===== config.mk =====
export PLATFORM = sky130hd
export DESIGN_NAME = multi_cycle_cu
export DESIGN_NICKNAME = d
export VERILOG_FILES = /design/src/rtl/cu_pkg.sv /design/src/rtl/inst_class_dec.sv /design/src/rtl/multi_cycle_cu.sv
export SDC_FILE = /design/constraint.sdc
export NUM_CORES = 1
export LEC_CHECK = 0
export BUFFER_PORTS_ARGS = -buffer_cell sky130_fd_sc_hd__buf_2
export CAP_MARGIN = 15
export CORE_UTILIZATION = 45
export CTS_CLUSTER_DIAMETER = 150
export CTS_CLUSTER_SIZE = 20
export DETAILED_ROUTE_END_ITERATION = 16
export PLACE_DENSITY = 0.83
export SLEW_MARGIN = 20
export SYNTH_ARGS = -nofsm -noshare
export SYNTH_HDL_FRONTEND = slang
export SYNTH_HIERARCHICAL = 1
export SYNTH_SLANG_ARGS = --single-unit

===== constraint.sdc =====
create_clock -name clk -period 3.35 [get_ports clk]
set_input_delay 0.5025 -clock clk [delete_from_list [all_inputs] [get_ports clk]]
set_output_delay 0.5025 -clock clk [all_outputs]
set_load 0.005 [all_outputs]

===== src/rtl/cu_pkg.sv =====
// Purpose: shared encodings for the multi-cycle MIPS-subset control unit.
// Latency: n/a (types and constants only).
// Backpressure: n/a.
package cu_pkg;

    // Controller phases; S_ERR is absorbing until reset.
    typedef enum logic [2:0] {
        S_IF  = 3'd0,
        S_ID  = 3'd1,
        S_EXE = 3'd2,
        S_MEM = 3'd3,
        S_WB  = 3'd4,
        S_ERR = 3'd5
    } state_t;

    // Primary opcodes (Inst[31:26])
    localparam logic [5:0] OP_RTYPE = 6'h00;
    localparam logic [5:0] OP_J     = 6'h02;
    localparam logic [5:0] OP_BEQ   = 6'h04;
    localparam logic [5:0] OP_ADDIU = 6'h09;
    localparam logic [5:0] OP_ORI   = 6'h0D;
    localparam logic [5:0] OP_LW    = 6'h23;
    localparam logic [5:0] OP_SW    = 6'h2B;

    // R-type function codes (Inst[5:0])
    localparam logic [5:0] FN_ADD  = 6'h20;
    localparam logic [5:0] FN_SUB  = 6'h22;
    localparam logic [5:0] FN_SUBU = 6'h23;
    localparam logic [5:0] FN_SLT  = 6'h2A;
    localparam logic [5:0] FN_SLTU = 6'h2B;

    // ALU operation codes
    localparam logic [2:0] ALU_ADDU = 3'b000;
    localparam logic [2:0] ALU_ADD  = 3'b001;
    localparam logic [2:0] ALU_OR   = 3'b010;
    localparam logic [2:0] ALU_SUBU = 3'b100;
    localparam logic [2:0] ALU_SUB  = 3'b101;
    localparam logic [2:0] ALU_SLTU = 3'b110;
    localparam logic [2:0] ALU_SLT  = 3'b111;

    // PC source select
    localparam logic [1:0] PCSRC_SEQ = 2'b00;
    localparam logic [1:0] PCSRC_BR  = 2'b01;
    localparam logic [1:0] PCSRC_JMP = 2'b10;

    // ALU B operand select
    localparam logic [1:0] SRCB_RT     = 2'b00;
    localparam logic [1:0] SRCB_FOUR   = 2'b01;
    localparam logic [1:0] SRCB_IMM    = 2'b10;
    localparam logic [1:0] SRCB_IMMSL2 = 2'b11;

endpackage


===== src/rtl/inst_class_dec.sv =====
// Purpose: classify the IR opcode/function into instruction classes and R-type ALU op.
// Latency: purely combinational.
// Backpressure: none; consumer samples only when the IR is stable.
module inst_class_dec
    import cu_pkg::*;
(
    input  logic [5:0] op_i,
    input  logic [5:0] func_i,
    output logic       is_r_o,
    output logic       is_ori_o,
    output logic       is_addiu_o,
    output logic       is_lw_o,
    output logic       is_sw_o,
    output logic       is_beq_o,
    output logic       is_j_o,
    output logic       illegal_o,
    output logic [2:0] r_aluctr_o
);

    // Anything outside the supported opcode/function set is flagged illegal.
    always_comb begin
        is_r_o     = 1'b0;
        is_ori_o   = 1'b0;
        is_addiu_o = 1'b0;
        is_lw_o    = 1'b0;
        is_sw_o    = 1'b0;
        is_beq_o   = 1'b0;
        is_j_o     = 1'b0;
        illegal_o  = 1'b0;
        r_aluctr_o = ALU_ADDU;
        case (op_i)
            OP_RTYPE: begin
                is_r_o = 1'b1;
                case (func_i)
                    FN_ADD:  r_aluctr_o = ALU_ADD;
                    FN_SUB:  r_aluctr_o = ALU_SUB;
                    FN_SUBU: r_aluctr_o = ALU_SUBU;
                    FN_SLT:  r_aluctr_o = ALU_SLT;
                    FN_SLTU: r_aluctr_o = ALU_SLTU;
                    default: begin
                        is_r_o    = 1'b0;
                        illegal_o = 1'b1;
                    end
                endcase
            end
            OP_ORI:   is_ori_o   = 1'b1;
            OP_ADDIU: is_addiu_o = 1'b1;
            OP_LW:    is_lw_o    = 1'b1;
            OP_SW:    is_sw_o    = 1'b1;
            OP_BEQ:   is_beq_o   = 1'b1;
            OP_J:     is_j_o     = 1'b1;
            default:  illegal_o  = 1'b1;
        endcase
    end

endmodule


===== src/rtl/multi_cycle_cu.sv =====
// Purpose: multi-cycle IF/ID/EXE/MEM/WB sequencer for the shared MIPS-subset datapath.
// Latency: j 2, beq 3, R/ori/addiu/sw 4, lw 5 cycles, plus one per memory wait cycle.
// Backpressure: holds in IF/MEM while mem_ready=0; traps to S_ERR after TIMEOUT waits.
module multi_cycle_cu
    import cu_pkg::*;
#(
    parameter int unsigned TIMEOUT = 15
) (
    input  logic        clk,
    input  logic        rst_n,
    input  logic [31:0] Inst,
    input  logic        zero,
    input  logic        mem_ready,
    output logic        PCWr,
    output logic        PCWrCond,
    output logic [1:0]  PCSrc,
    output logic        IorD,
    output logic        MemRd,
    output logic        MemWr,
    output logic        IRWr,
    output logic        RegDst,
    output logic        RegWr,
    output logic        MemtoReg,
    output logic        ExtOp,
    output logic        ALUSrcA,
    output logic [1:0]  ALUSrcB,
    output logic [2:0]  ALUctr,
    output logic        retire,
    output logic        err
);

    localparam logic [7:0] TO = 8'(TIMEOUT);

    state_t     state_q, state_d;
    logic [7:0] wait_q, wait_d;
    logic       err_q, err_d;

    logic       is_r, is_ori, is_addiu, is_lw, is_sw, is_beq, is_j, illegal;
    logic [2:0] r_aluctr;

    // Raw decode before the reset gate on write strobes
    logic pcwr_c, pcwrcond_c, memwr_c, irwr_c, regwr_c, retire_c;

    // Branch resolution happens in the datapath via PCWrCond; the CU never reads zero.
    // Only OP and Func carry control information.
    logic unused_bits;
    assign unused_bits = ^{Inst[25:6], zero};

    inst_class_dec u_dec (
        .op_i       (Inst[31:26]),
        .func_i     (Inst[5:0]),
        .is_r_o     (is_r),
        .is_ori_o   (is_ori),
        .is_addiu_o (is_addiu),
        .is_lw_o    (is_lw),
        .is_sw_o    (is_sw),
        .is_beq_o   (is_beq),
        .is_j_o     (is_j),
        .illegal_o  (illegal),
        .r_aluctr_o (r_aluctr)
    );

    // Next state and memory wait counter; mem_ready on the final allowed cycle beats the trap.
    always_comb begin
        state_d = state_q;
        wait_d  = 8'd0;
        case (state_q)
            S_IF: begin
                if (mem_ready) begin
                    state_d = S_ID;
                end else begin
                    wait_d = (wait_q == TO) ? TO : wait_q + 8'd1;
                    if (wait_q == TO) state_d = S_ERR;
                end
            end
            S_ID: begin
                if (illegal)   state_d = S_ERR;
                else if (is_j) state_d = S_IF;
                else           state_d = S_EXE;
            end
            S_EXE: begin
                if (is_beq)              state_d = S_IF;
                else if (is_lw || is_sw) state_d = S_MEM;
                else                     state_d = S_WB;
            end
            S_MEM: begin
                if (mem_ready) begin
                    state_d = is_lw ? S_WB : S_IF;
                end else begin
                    wait_d = (wait_q == TO) ? TO : wait_q + 8'd1;
                    if (wait_q == TO) state_d = S_ERR;
                end
            end
            S_WB:    state_d = S_IF;
            S_ERR:   state_d = S_ERR;
            default: state_d = S_ERR;
        endcase
        if (state_d != state_q) wait_d = 8'd0;
        err_d = err_q | (state_d == S_ERR);
    end

    // Controller state, wait counter and sticky trap flag
    always_ff @(posedge clk or negedge rst_n) begin
        if (!rst_n) begin
            state_q <= S_IF;
            wait_q  <= 8'd0;
            err_q   <= 1'b0;
        end else begin
            state_q <= state_d;
            wait_q  <= wait_d;
            err_q   <= err_d;
        end
    end

    // Control decode from current state and IR class
    always_comb begin
        pcwr_c     = 1'b0;
        pcwrcond_c = 1'b0;
        memwr_c    = 1'b0;
        irwr_c     = 1'b0;
        regwr_c    = 1'b0;
        retire_c   = 1'b0;
        PCSrc      = PCSRC_SEQ;
        IorD       = 1'b0;
        MemRd      = 1'b0;
        RegDst     = 1'b0;
        MemtoReg   = 1'b0;
        ExtOp      = 1'b0;
        ALUSrcA    = 1'b0;
        ALUSrcB    = SRCB_RT;
        ALUctr     = ALU_ADDU;
        case (state_q)
            S_IF: begin
                MemRd   = 1'b1;
                ALUSrcB = SRCB_FOUR;
                if (mem_ready) begin
                    irwr_c = 1'b1;
                    pcwr_c = 1'b1;
                end
            end
            S_ID: begin
                ALUSrcB = SRCB_IMMSL2;
                ExtOp   = 1'b1;
                if (is_j) begin
                    pcwr_c   = 1'b1;
                    PCSrc    = PCSRC_JMP;
                    retire_c = 1'b1;
                end
            end
            S_EXE: begin
                ALUSrcA = 1'b1;
                if (is_r) begin
                    ALUSrcB = SRCB_RT;
                    ALUctr  = r_aluctr;
                end else if (is_ori) begin
                    ALUSrcB = SRCB_IMM;
                    ALUctr  = ALU_OR;
                end else if (is_addiu || is_lw || is_sw) begin
                    ALUSrcB = SRCB_IMM;
                    ExtOp   = 1'b1;
                end else if (is_beq) begin
                    ALUctr     = ALU_SUBU;
                    pcwrcond_c = 1'b1;
                    PCSrc      = PCSRC_BR;
                    retire_c   = 1'b1;
                end
            end
            S_MEM: begin
                IorD     = 1'b1;
                MemRd    = is_lw;
                memwr_c  = is_sw;
                retire_c = is_sw & mem_ready;
            end
            S_WB: begin
                regwr_c  = 1'b1;
                retire_c = 1'b1;
                RegDst   = is_r;
                MemtoReg = is_lw;
            end
            default: ;
        endcase
    end

    // Write strobes drop the moment reset asserts, even mid-cycle.
    assign PCWr     = pcwr_c & rst_n;
    assign PCWrCond = pcwrcond_c & rst_n;
    assign MemWr    = memwr_c & rst_n;
    assign IRWr     = irwr_c & rst_n;
    assign RegWr    = regwr_c & rst_n;
    assign retire   = retire_c & rst_n;
    assign err      = err_q;

endmodule


==> flow_metrics.env, run 1 <==
export IMPL_status="finished clean"
export IMPL_cts_root_buf="clkbuf_4"
export IMPL_hold_viol=0
export IMPL_gr_usage_all_layers_pct=21.24
export IMPL_fp_dieH_um=49.95
export IMPL_vdd_drop_max_mv=0.3059
export IMPL_slowest_stage="or4_4"
export IMPL_clk_latency_ns=0.27
export IMPL_min_path_type="input pin to async pin"
export IMPL_finalCritPeriodShare_pct=80.33
export IMPL_worstPathCellList="buf_2 -> or4_4 -> nor4_4 -> buf_4 -> nor2_1 -> nand2_1 -> or3_4 -> inv_2 -> and2_1 -> buf_2"
export IMPL_nNetsFinal=201
export IMPL_ys_flop_type="dfrtp_1"
export IMPL_rsz0062_at_grt="no"
export IMPL_arrival_ns=2.19
export IMPL_path_clk_slew_ns=0.07
export IMPL_syn2layout_area_growth_pct=20.92
export IMPL_first_global_vias=908
export IMPL_power_leakage_nw=0.6019
export IMPL_antenna_found_initial=0
export IMPL_rr_worst_depth=6
export IMPL_cap_violations=0
export IMPL_instances_no_fill=189
export IMPL_yosys_warnings=6
export IMPL_ant_nets=0
export IMPL_via_per_inst=5.672
export IMPL_grt_max_degree=20
export IMPL_diodes=0
export IMPL_syn_mean_instance_area_um2=8.148
export IMPL_wirelength_um=2427
export IMPL_setup_viol=0
export IMPL_slowest_delay_ns=0.57
export IMPL_worst_path_dominant_cell_family="simple AND/OR/NAND/NOR gates"
export IMPL_synth_top_family_by_area="simple AND/OR/NAND/NOR gates"
export IMPL_finClkSkew_ns=0.005772
export IMPL_timing_fmax_mhz=371.6
export IMPL_fillCellCount=189
export IMPL_synth_fp_nets=164
export IMPL_ctsResizeCount=0
export IMPL_crit_fanout=7
export IMPL_drt_first_pass_iters=4
export IMPL_synthesis_area_um2=1035
export IMPL_start_util_pct=50.18
export IMPL_p_per_area_nw_per_um2=337.2
export IMPL_synth_xor_area_share_pct=4.232
export IMPL_period_minus_slack_ns=2.691
export IMPL_worst_setup_path_type="input pin to primary output"
export IMPL_core_area_um2=2062
export IMPL_grt_pass1_wl_um=4029
export IMPL_crit_path_end_kind="primary output"
export IMPL_cp_depth=10
export IMPL_clk_path_buf_depth=2
export IMPL_wl_per_cell_um=12.84
export IMPL_fin_setup_tns_ns=0
export IMPL_first_iter_violations=32
export IMPL_async_reset_ff_share_pct=100.0
export IMPL_row_count=16
export IMPL_drive_gt1_share_pct=32.10
export IMPL_port_buffers=34
export IMPL_synth_compound_area_share_pct=14.51
export IMPL_cts_setup_buffers=0
export IMPL_place_congestion=0.8575
export IMPL_dp_cells=186
export IMPL_drc=0
export IMPL_ys_ff_latch=12
export IMPL_die_area_um2=2495
export IMPL_tightestPinTransition_ns=0.5318
export IMPL_cts_tree="done"
export IMPL_syn_inst=127
export IMPL_synth_fa_ha_area_share_pct=1.209
export IMPL_die_w_um=49.95
export IMPL_critPathLaunchType="input pin"
export IMPL_cp_common_cell="buf_2"
export IMPL_hold_buffers=0
export IMPL_io_pins=56
export IMPL_slew_headroom_pct=64.55
export IMPL_drv_slew=0
export IMPL_yosys_area_share_simple_pct=46.19
export IMPL_grt_overflow=0
export IMPL_path_buf_inv=4
export IMPL_dp_hpwl_um=1938
export IMPL_yosysSeqAreaShare_pct=29.02
export IMPL_required_ns=2.85
export IMPL_muxShareOfSynthArea_pct=0.9674
export IMPL_clock_sinks=12
export IMPL_final_core_util_pct=60.68
export IMPL_synth_edf_count=0
export IMPL_h_tree_depth=1
export IMPL_cts_made_buffers=3
export IMPL_synth_distinct_cells=47
export IMPL_via_count=1072
-- stage by stage --
stage | power (mW) | cell area [um^2] | hold WS [ns] | setup WS (ns)
floorplan | 0.2898 | 1035 | 0.2069 | 0.9477
global placement | 0.3313 | 1229 | 0.4193 | 0.7048
detailed placement | 0.3368 | 1229 | 0.4227 | 0.6639
CTS | 0.4231 | 1251 | 0.1321 | 0.6621
global route | 0.4507 | 1251 | 0.1387 | 0.5482
finish | 0.4218 | 1251 | 0.1276 | 0.6590
-- Yosys cell counts (2+ instances only) --
| master | number | area (um^2) |
|---|---|---|
| a21o_1 | 2 | 15.01 |
| nor3_1 | 5 | 25.02 |
| xnor2_1 | 4 | 35.03 |
| nand3_1 | 5 | 25.02 |
| and2b_1 | 2 | 15.01 |
| and2_1 | 4 | 25.02 |
| nor4_1 | 2 | 12.51 |
| o21ai_0 | 5 | 25.02 |
| dfrtp_1 | 12 | 300.3 |
| or3_4 | 2 | 22.52 |
| and3_2 | 2 | 15.01 |
| and3_1 | 9 | 56.30 |
| nand2_1 | 9 | 33.78 |
| nor2_1 | 14 | 52.55 |
| or3_1 | 2 | 12.51 |
| nand4_1 | 3 | 18.77 |
| inv_1 | 3 | 11.26 |
| a21oi_1 | 6 | 30.03 |
| nor2b_1 | 2 | 12.51 |
| buf_2 | 2 | 10.01 |
| nor3b_1 | 3 | 22.52 |
| nand2b_1 | 4 | 25.02 |
-- layout by cell type, fill, tap and decap left out, types with 3 or more instances in the layout --
cell,instances
buf_2,34
nor2_1,14
dfrtp_1,12
nand2_1,9
and3_1,9
a21oi_1,6
nand3_1,5
o21ai_0,5
nor3_1,5
nand2b_1,4
xnor2_1,4
and2_1,4
inv_1,3
nand4_1,3
nor3b_1,3
clkbuf_4,3
-- state kept, by name, summed over array words and instances, names as in the netlist --
name / cells
wait_q: 8
state_q: 3
err: 1
-- area by class of cell --
cell class | count | area, um^2 | area share (%)
repair buffers | 36 | 185.2 | 14.80
inverters | 4 | 15.01 | 1.200
clock buffers | 3 | 22.52 | 1.800
flip-flops and latches | 12 | 300.3 | 24.00
multi-input cells | 107 | 694.4 | 55.50
well taps | 27 | 33.78 | 2.700
-- worst register-to-register path: stages (launching register included) --
cell and delay [ns]:
dfrtp_1 0.40, ha_1 0.23, nand3_1 0.16, and2b_1 0.25, o211ai_1 0.19, nand4_1 0.16
a21o_1 0.21
-- where the power goes --
part / leakage (nW) / total [mW] / internal (mW) / switching (mW)
clock network: 0.0138 / 0.0851 / 0.0416 / 0.0435
registers: 0.155 / 0.200 / 0.156 / 0.0436
logic: 0.433 / 0.137 / 0.0614 / 0.0753
-- metal layers --
metal | up-vias | share of wire, % | wire length [um] | track usage [%]
li1 | 535 | - | - | -
met1 | 499 | 48 | 1166 | 28.82
met2 | 38 | 45 | 1094 | 34.23
met3 | 0 | 6.8 | 165 | 6.481
met4 | 0 | 0 | 0 | 1.905
met5 | - | 0 | 0 | 0
-- path summary, 6_finish.rpt --
path	startpoint	end	slack, ns
setup reg to reg	wait_q[0]	err	1.65
hold reg to reg	err	err	0.46
setup / recovery	Inst[27]	PCWrCond	0.66
min in group clk	err	err	0.46
max in group asynchronous	rst_n	state_q[0]	2.96
hold / removal	rst_n	wait_q[2]	0.13
-- cells by family (layout without fill, tap and decap cells) --
| group | count (synthesis) | after routing |
|---|---|---|
| buf+inv | 8 | 43 |
| fa+ha+maj | 1 | 1 |
| mux | 1 | 1 |
| xor+xnor | 5 | 5 |
| flops | 12 | 12 |
| compound gates | 23 | 23 |
| simple gates | 77 | 77 |
No activity file was read; power rests on OpenSTA's default activity.
==> inputs of run 2 (changes only) <==
--- a/config.mk
+++ b/config.mk
@@ -7,11 +7,11 @@
 export LEC_CHECK = 0
 export BUFFER_PORTS_ARGS = -buffer_cell sky130_fd_sc_hd__buf_2
 export CAP_MARGIN = 15
-export CORE_UTILIZATION = 45
+export CORE_UTILIZATION = 44
 export CTS_CLUSTER_DIAMETER = 150
 export CTS_CLUSTER_SIZE = 20
 export DETAILED_ROUTE_END_ITERATION = 16
-export PLACE_DENSITY = 0.83
+export PLACE_DENSITY = 0.82
 export SLEW_MARGIN = 20
 export SYNTH_ARGS = -nofsm -noshare
 export SYNTH_HDL_FRONTEND = slang
==> constraint.sdc (replaced) <==
create_clock -name clk -period 2.56 [get_ports clk]
set_input_delay 0.384 -clock clk [delete_from_list [all_inputs] [get_ports clk]]
set_output_delay 0.384 -clock clk [all_outputs]
set_load 0.005 [all_outputs]
==> run 2 against run 1 <==
  * Hold slack improved by 0.33 ns
  * Sequential cell count did not move
  * Combinational power increased by 66%
  * Non-clock buffer count is 2 higher
  * Register-to-register slack lost 0.75 ns
  * Die area increased by 2.2%
  * Final cell count is 2.1% higher
  * Critical path depth is 1 lower
==> flow_metrics.env, run 2 (synthesized netlist as in run 1, its figures left out) <==
export IMPL_power_uw=603.2
export IMPL_core_area_um2=2212
export IMPL_fin_setup_tns_ns=0
export IMPL_path_clk_slew_ns=0.07
export IMPL_drc=0
export IMPL_dp_cells=188
export IMPL_row_count=17
export IMPL_crit_path_end_kind="primary output"
export IMPL_timing_fmax_mhz=420.9
export IMPL_tightestPinTransition_ns=0.4135
export IMPL_period_minus_slack_ns=2.376
export IMPL_ctsResizeCount=0
export IMPL_wirelength_um=2421
export IMPL_drv_slew=0
export IMPL_setup_viol=0
export IMPL_port_buffers=34
export IMPL_cts_root_buf="clkbuf_4"
export IMPL_drt_first_pass_iters=4
export IMPL_via_count=1064
export IMPL_largest_reg_flops=8
export IMPL_instances_no_fill=193
export IMPL_status="finished clean"
export IMPL_antenna_found_initial=0
export IMPL_finalCritPeriodShare_pct=92.82
export IMPL_wl_per_cell_um=12.54
export IMPL_final_cell_mix="buf_2, nor2_1, dfrtp_1"
export IMPL_finClkSkew_ns=0.002084
export IMPL_clk_latency_ns=0.27
export IMPL_fillCellCount=217
export IMPL_die_w_um=50.50
export IMPL_drive_gt1_share_pct=32.73
export IMPL_crit_fanout=4
export IMPL_power_leakage_nw=0.6177
export IMPL_final_common_cell="buf_2"
export IMPL_rsz0062_at_grt="no"
export IMPL_setup_slack_ns=0.1839
export IMPL_critPathLaunchType="input pin"
export IMPL_clk_path_buf_depth=2
export IMPL_final_core_util_pct=58.03
export IMPL_p_per_area_nw_per_um2=469.9
export IMPL_h_tree_depth=1
export IMPL_regMostFlops="wait_q"
export IMPL_required_ns=2.18
export IMPL_hold_viol=0
export IMPL_nNetsFinal=203
export IMPL_clock_sinks=12
export IMPL_first_iter_violations=36
export IMPL_slew_headroom_pct=71.72
export IMPL_grt_max_degree=19
export IMPL_via_per_inst=5.513
export IMPL_grt_pass1_wl_um=4140
export IMPL_start_util_pct=46.78
export IMPL_min_path_type="register to register"
export IMPL_fp_dieH_um=50.50
export IMPL_ant_nets=0
export IMPL_cap_violations=0
export IMPL_arrival_ns=1.99
export IMPL_syn2layout_area_growth_pct=24.06
export IMPL_gr_usage_all_layers_pct=21.15
export IMPL_diodes=0
export IMPL_dp_hpwl_um=1919
export IMPL_die_area_um2=2550
export IMPL_vdd_drop_max_mv=0.3677
export IMPL_io_pins=56
export IMPL_place_congestion=0.9409
export IMPL_cts_tree="done"
export IMPL_grt_overflow=0
export IMPL_worst_setup_path_type="input pin to primary output"
export IMPL_first_global_vias=969
export IMPL_place_ws_ns=0.1862
export IMPL_cts_made_buffers=3
==> run 2: cell type report <==
class | instances | area, um^2 | area share (%)
tap | 28 | 35.03 | 2.729
timing repair buffer | 38 | 202.7 | 15.79
clock buffer | 4 | 36.28 | 2.827
multi-input combinational | 107 | 694.4 | 54.09
sequential | 12 | 300.3 | 23.39
inverter | 4 | 15.01 | 1.170
==> run 2: metrics by stage <==
step / hold WS [ns] / instance area, um^2
after floorplan: 0.08841 / 1035
after global routing: 0.5081 / 1284
final: 0.4533 / 1284
after CTS: 0.4596 / 1284
after global placement: 0.2948 / 1237
after detailed placement: 0.2995 / 1237
==> run 2: worst max-delay path, cell delays in order <==
cell,delay (ns)
buf_2,0.11
or4_4,0.57
nor4_4,0.35
nor2_1,0.09
nand2_1,0.07
or3_4,0.12
inv_2,0.03
and2_1,0.13
buf_2,0.12
==> run 2: final timing paths <==
kind | start | to | slack, ns | cells past startpoint
setup reg to reg | wait_q[0] | err | 0.90 | 6
max in group asynchronous | rst_n | state_q[0] | 1.77 | 2
hold / removal | err | err | 0.45 | 1
min in group asynchronous | rst_n | wait_q[4] | 0.54 | 2
setup / recovery | Inst[27] | PCWrCond | 0.18 | 9
hold reg to reg | err | err | 0.45 | 1
==> run 2: repair_timing <==
action | CTS | global route
endpoints found under the hold margin | 1 | 0
hold buffers | 1 | 0
buffers inserted | 0 | 0
==> run 2: where the power goes <==
part | internal [mW] | switching [mW] | total [mW] | leakage, nW
clock network | 0.0865 | 0.0611 | 0.148 | 0.0210
logic | 0.0916 | 0.135 | 0.227 | 0.442
registers | 0.205 | 0.0237 | 0.229 | 0.155
==> run 2: per-layer routing <==
layer | track usage [%] | vias to the layer above | part of all wire (%) | wire length, um
li1 | - | 540 | - | -
met1 | 28.84 | 485 | 46 | 1106
met2 | 35.11 | 39 | 48 | 1159
met3 | 4.545 | 0 | 6.4 | 155
met4 | 2.778 | 0 | 0 | 0
met5 | 0 | - | 0 | 0
==> inputs of run 3 (changes only) <==
--- a/config.mk
+++ b/config.mk
@@ -7,11 +7,12 @@
 export LEC_CHECK = 0
 export BUFFER_PORTS_ARGS = -buffer_cell sky130_fd_sc_hd__buf_2
 export CAP_MARGIN = 15
-export CORE_UTILIZATION = 44
+export CORE_UTILIZATION = 40
 export CTS_CLUSTER_DIAMETER = 150
 export CTS_CLUSTER_SIZE = 20
 export DETAILED_ROUTE_END_ITERATION = 16
-export PLACE_DENSITY = 0.82
+export PLACE_DENSITY = 0.79
+export REMOVE_ABC_BUFFERS = 1
 export SLEW_MARGIN = 20
 export SYNTH_ARGS = -nofsm -noshare
 export SYNTH_HDL_FRONTEND = slang
==> constraint.sdc (replaced) <==
create_clock -name clk -period 2.14 [get_ports clk]
set_input_delay 0.321 -clock clk [delete_from_list [all_inputs] [get_ports clk]]
set_output_delay 0.321 -clock clk [all_outputs]
set_load 0.005 [all_outputs]
==> run 3 against run 2 <==
  * The flow now finishes with violations (negative setup slack)
  * Total power is 27% higher
  * Sequential power is 13% higher
  * Sequential cell count stayed put
  * Hold slack worse by 0.047 ns
  * Design area is 20% higher
  * Clock skew is 0.0019 ns higher
  * Die area is 9.6% higher
  * Utilization is 4.9 points higher
  * Routed wire length is 16% higher
  * First-iteration DRC count is 61% lower
  * Final cell count is 12% higher
  * Critical path type unchanged
  * Largest cell class unchanged
  * Largest power group is now combinational cells
  * Highest routed layer is now met4
==> flow_metrics.env, run 3 (synthesized netlist as in run 1, its figures left out) <==
export IMPL_slew_headroom_pct=67.87
export IMPL_setup_slack_ns=-0.07765
export IMPL_violations="negative setup slack"
export IMPL_min_path_type="input pin to register"
export IMPL_first_iter_violations=14
export IMPL_wirelength_um=2816
export IMPL_worst_path_dominant_cell_family="simple AND/OR/NAND/NOR gates"
export IMPL_nNetsFinal=224
export IMPL_syn2layout_area_growth_pct=49.33
export IMPL_setup_viol=5
export IMPL_critPathLaunchType="input pin"
export IMPL_finClkSkew_ns=0.004019
export IMPL_regMostFlops="wait_q"
export IMPL_fp_dieH_um=52.86
export IMPL_clk_path_buf_depth=2
export IMPL_first_global_vias=1100
export IMPL_fin_setup_tns_ns=-0.1574
export IMPL_fillCellCount=210
export IMPL_core_area_um2=2455
export IMPL_io_pins=56
export IMPL_dp_hpwl_um=2077
export IMPL_cap_violations=0
export IMPL_rr_worst_depth=6
export IMPL_dp_cells=207
export IMPL_cts_made_buffers=3
export IMPL_grt_overflow=0
export IMPL_place_congestion=0.7594
export IMPL_drv_slew=0
export IMPL_slowest_stage="or4_4"
export IMPL_port_buffers=34
export IMPL_cp_depth=9
export IMPL_worstHoldPathCells=4
export IMPL_final_core_util_pct=62.95
export IMPL_finalCritPeriodShare_pct=103.6
export IMPL_rsz0062_at_grt="yes"
export IMPL_cts_root_buf="clkbuf_4"
export IMPL_ant_nets=0
export IMPL_slowest_delay_ns=0.56
export IMPL_tightestPinTransition_ns=0.4698
export IMPL_instances_no_fill=216
export IMPL_holdWs_ns=0.4060
export IMPL_vdd_drop_max_mv=0.3023
export IMPL_drc=0
export IMPL_row_count=18
export IMPL_status="complete, but fails checks"
export IMPL_timing_fmax_mhz=450.9
export IMPL_power_leakage_nw=0.7470
export IMPL_drive_gt1_share_pct=44.62
export IMPL_cts_tree="done"
export IMPL_via_count=1166
export IMPL_final_common_cell="buf_2"
export IMPL_clock_sinks=12
export IMPL_die_w_um=52.86
export IMPL_clk_latency_ns=0.27
export IMPL_worst_setup_path_type="input pin to primary output"
export IMPL_final_cell_mix="buf_2, buf_4, nor2_1, dfrtp_1, buf_6"
export IMPL_largest_reg_flops=8
export IMPL_p_per_area_nw_per_um2=497.0
export IMPL_stdcell_area_um2=1545
export IMPL_path_buf_inv=4
export IMPL_antenna_found_initial=0
export IMPL_grt_pass1_wl_um=4616
export IMPL_hold_viol=0
export IMPL_period_minus_slack_ns=2.218
export IMPL_gr_usage_all_layers_pct=21.74
export IMPL_h_tree_depth=1
export IMPL_start_util_pct=42.15
export IMPL_crit_fanout=3
export IMPL_drt_first_pass_iters=4
export IMPL_diodes=0
export IMPL_required_ns=1.82
export IMPL_place_ws_ns=-0.1584
export IMPL_grt_max_degree=19
export IMPL_worstPathCellList="buf_6 -> or4_4 -> nor4_4 -> buf_4 -> buf_6 -> nor2_2 -> o21ai_1 -> a21oi_1 -> buf_2"
export IMPL_crit_path_end_kind="primary output"
export IMPL_power_uw=767.9
export IMPL_via_per_inst=5.398
export IMPL_path_clk_slew_ns=0.07
export IMPL_place_area_um2=1368
export IMPL_cp_common_cell="buf_6"
export IMPL_arrival_ns=1.90
export IMPL_wl_per_cell_um=13.04
export IMPL_die_area_um2=2794
[run 3: cell count changes in the layout (fill, tap and decap cells not counted), sizes merged]
cell / before / now
buf: 37 / 58
[run 3: worst paths after layout]
| path | from | to | slack [ns] |
|---|---|---|---|
| worst max-delay path | Inst[31] | ALUSrcB[1] | -0.08 |
| worst min-delay path | mem_ready | wait_q[7] | 0.41 |
| worst max register to register | wait_q[0] | err | 0.49 |
| worst min register to register | err | err | 0.46 |
| max in group asynchronous | rst_n | state_q[0] | 1.39 |
| min in group asynchronous | rst_n | wait_q[2] | 0.49 |
[run 3: repair_timing]
action,in CTS,in global routing
endpoints found under the hold margin,12,0
hold buffers,1,0
resized for setup,13,12
pin swaps,9,6
endpoints found under the setup margin,7,10
buffers inserted,3,1
[run 3: final cells by class]
cell class | count | area (um^2) | share of cell area [%]
clock buffers | 4 | 36.28 | 2.348
inverters | 4 | 15.01 | 0.9717
flip-flops and latches | 12 | 300.3 | 19.43
multi-input cells | 107 | 730.7 | 47.29
repair buffers | 59 | 425.4 | 27.53
well taps | 30 | 37.54 | 2.429
[run 3: worst min-delay path, stage by stage]
cell and delay (ns):
buf_2 0.12, a211oi_2 0.06, nand2_1 0.09, nor2_1 0.05
[run 3: per-layer routing]
metal  GRT usage (%)  routed length, um  vias up
met5               0                  0        -
met4           8.333                 54        0
met3           2.299                 92        6
met2           40.51               1535       28
met1           24.96               1134      551
li1                -                  -      581
[run 3: power breakdown]
group	internal (mW)	total, mW	switching, mW	leakage, nW
Clock	0.103	0.176	0.0730	0.0210
Sequential	0.246	0.258	0.0118	0.155
Combinational	0.141	0.334	0.193	0.571
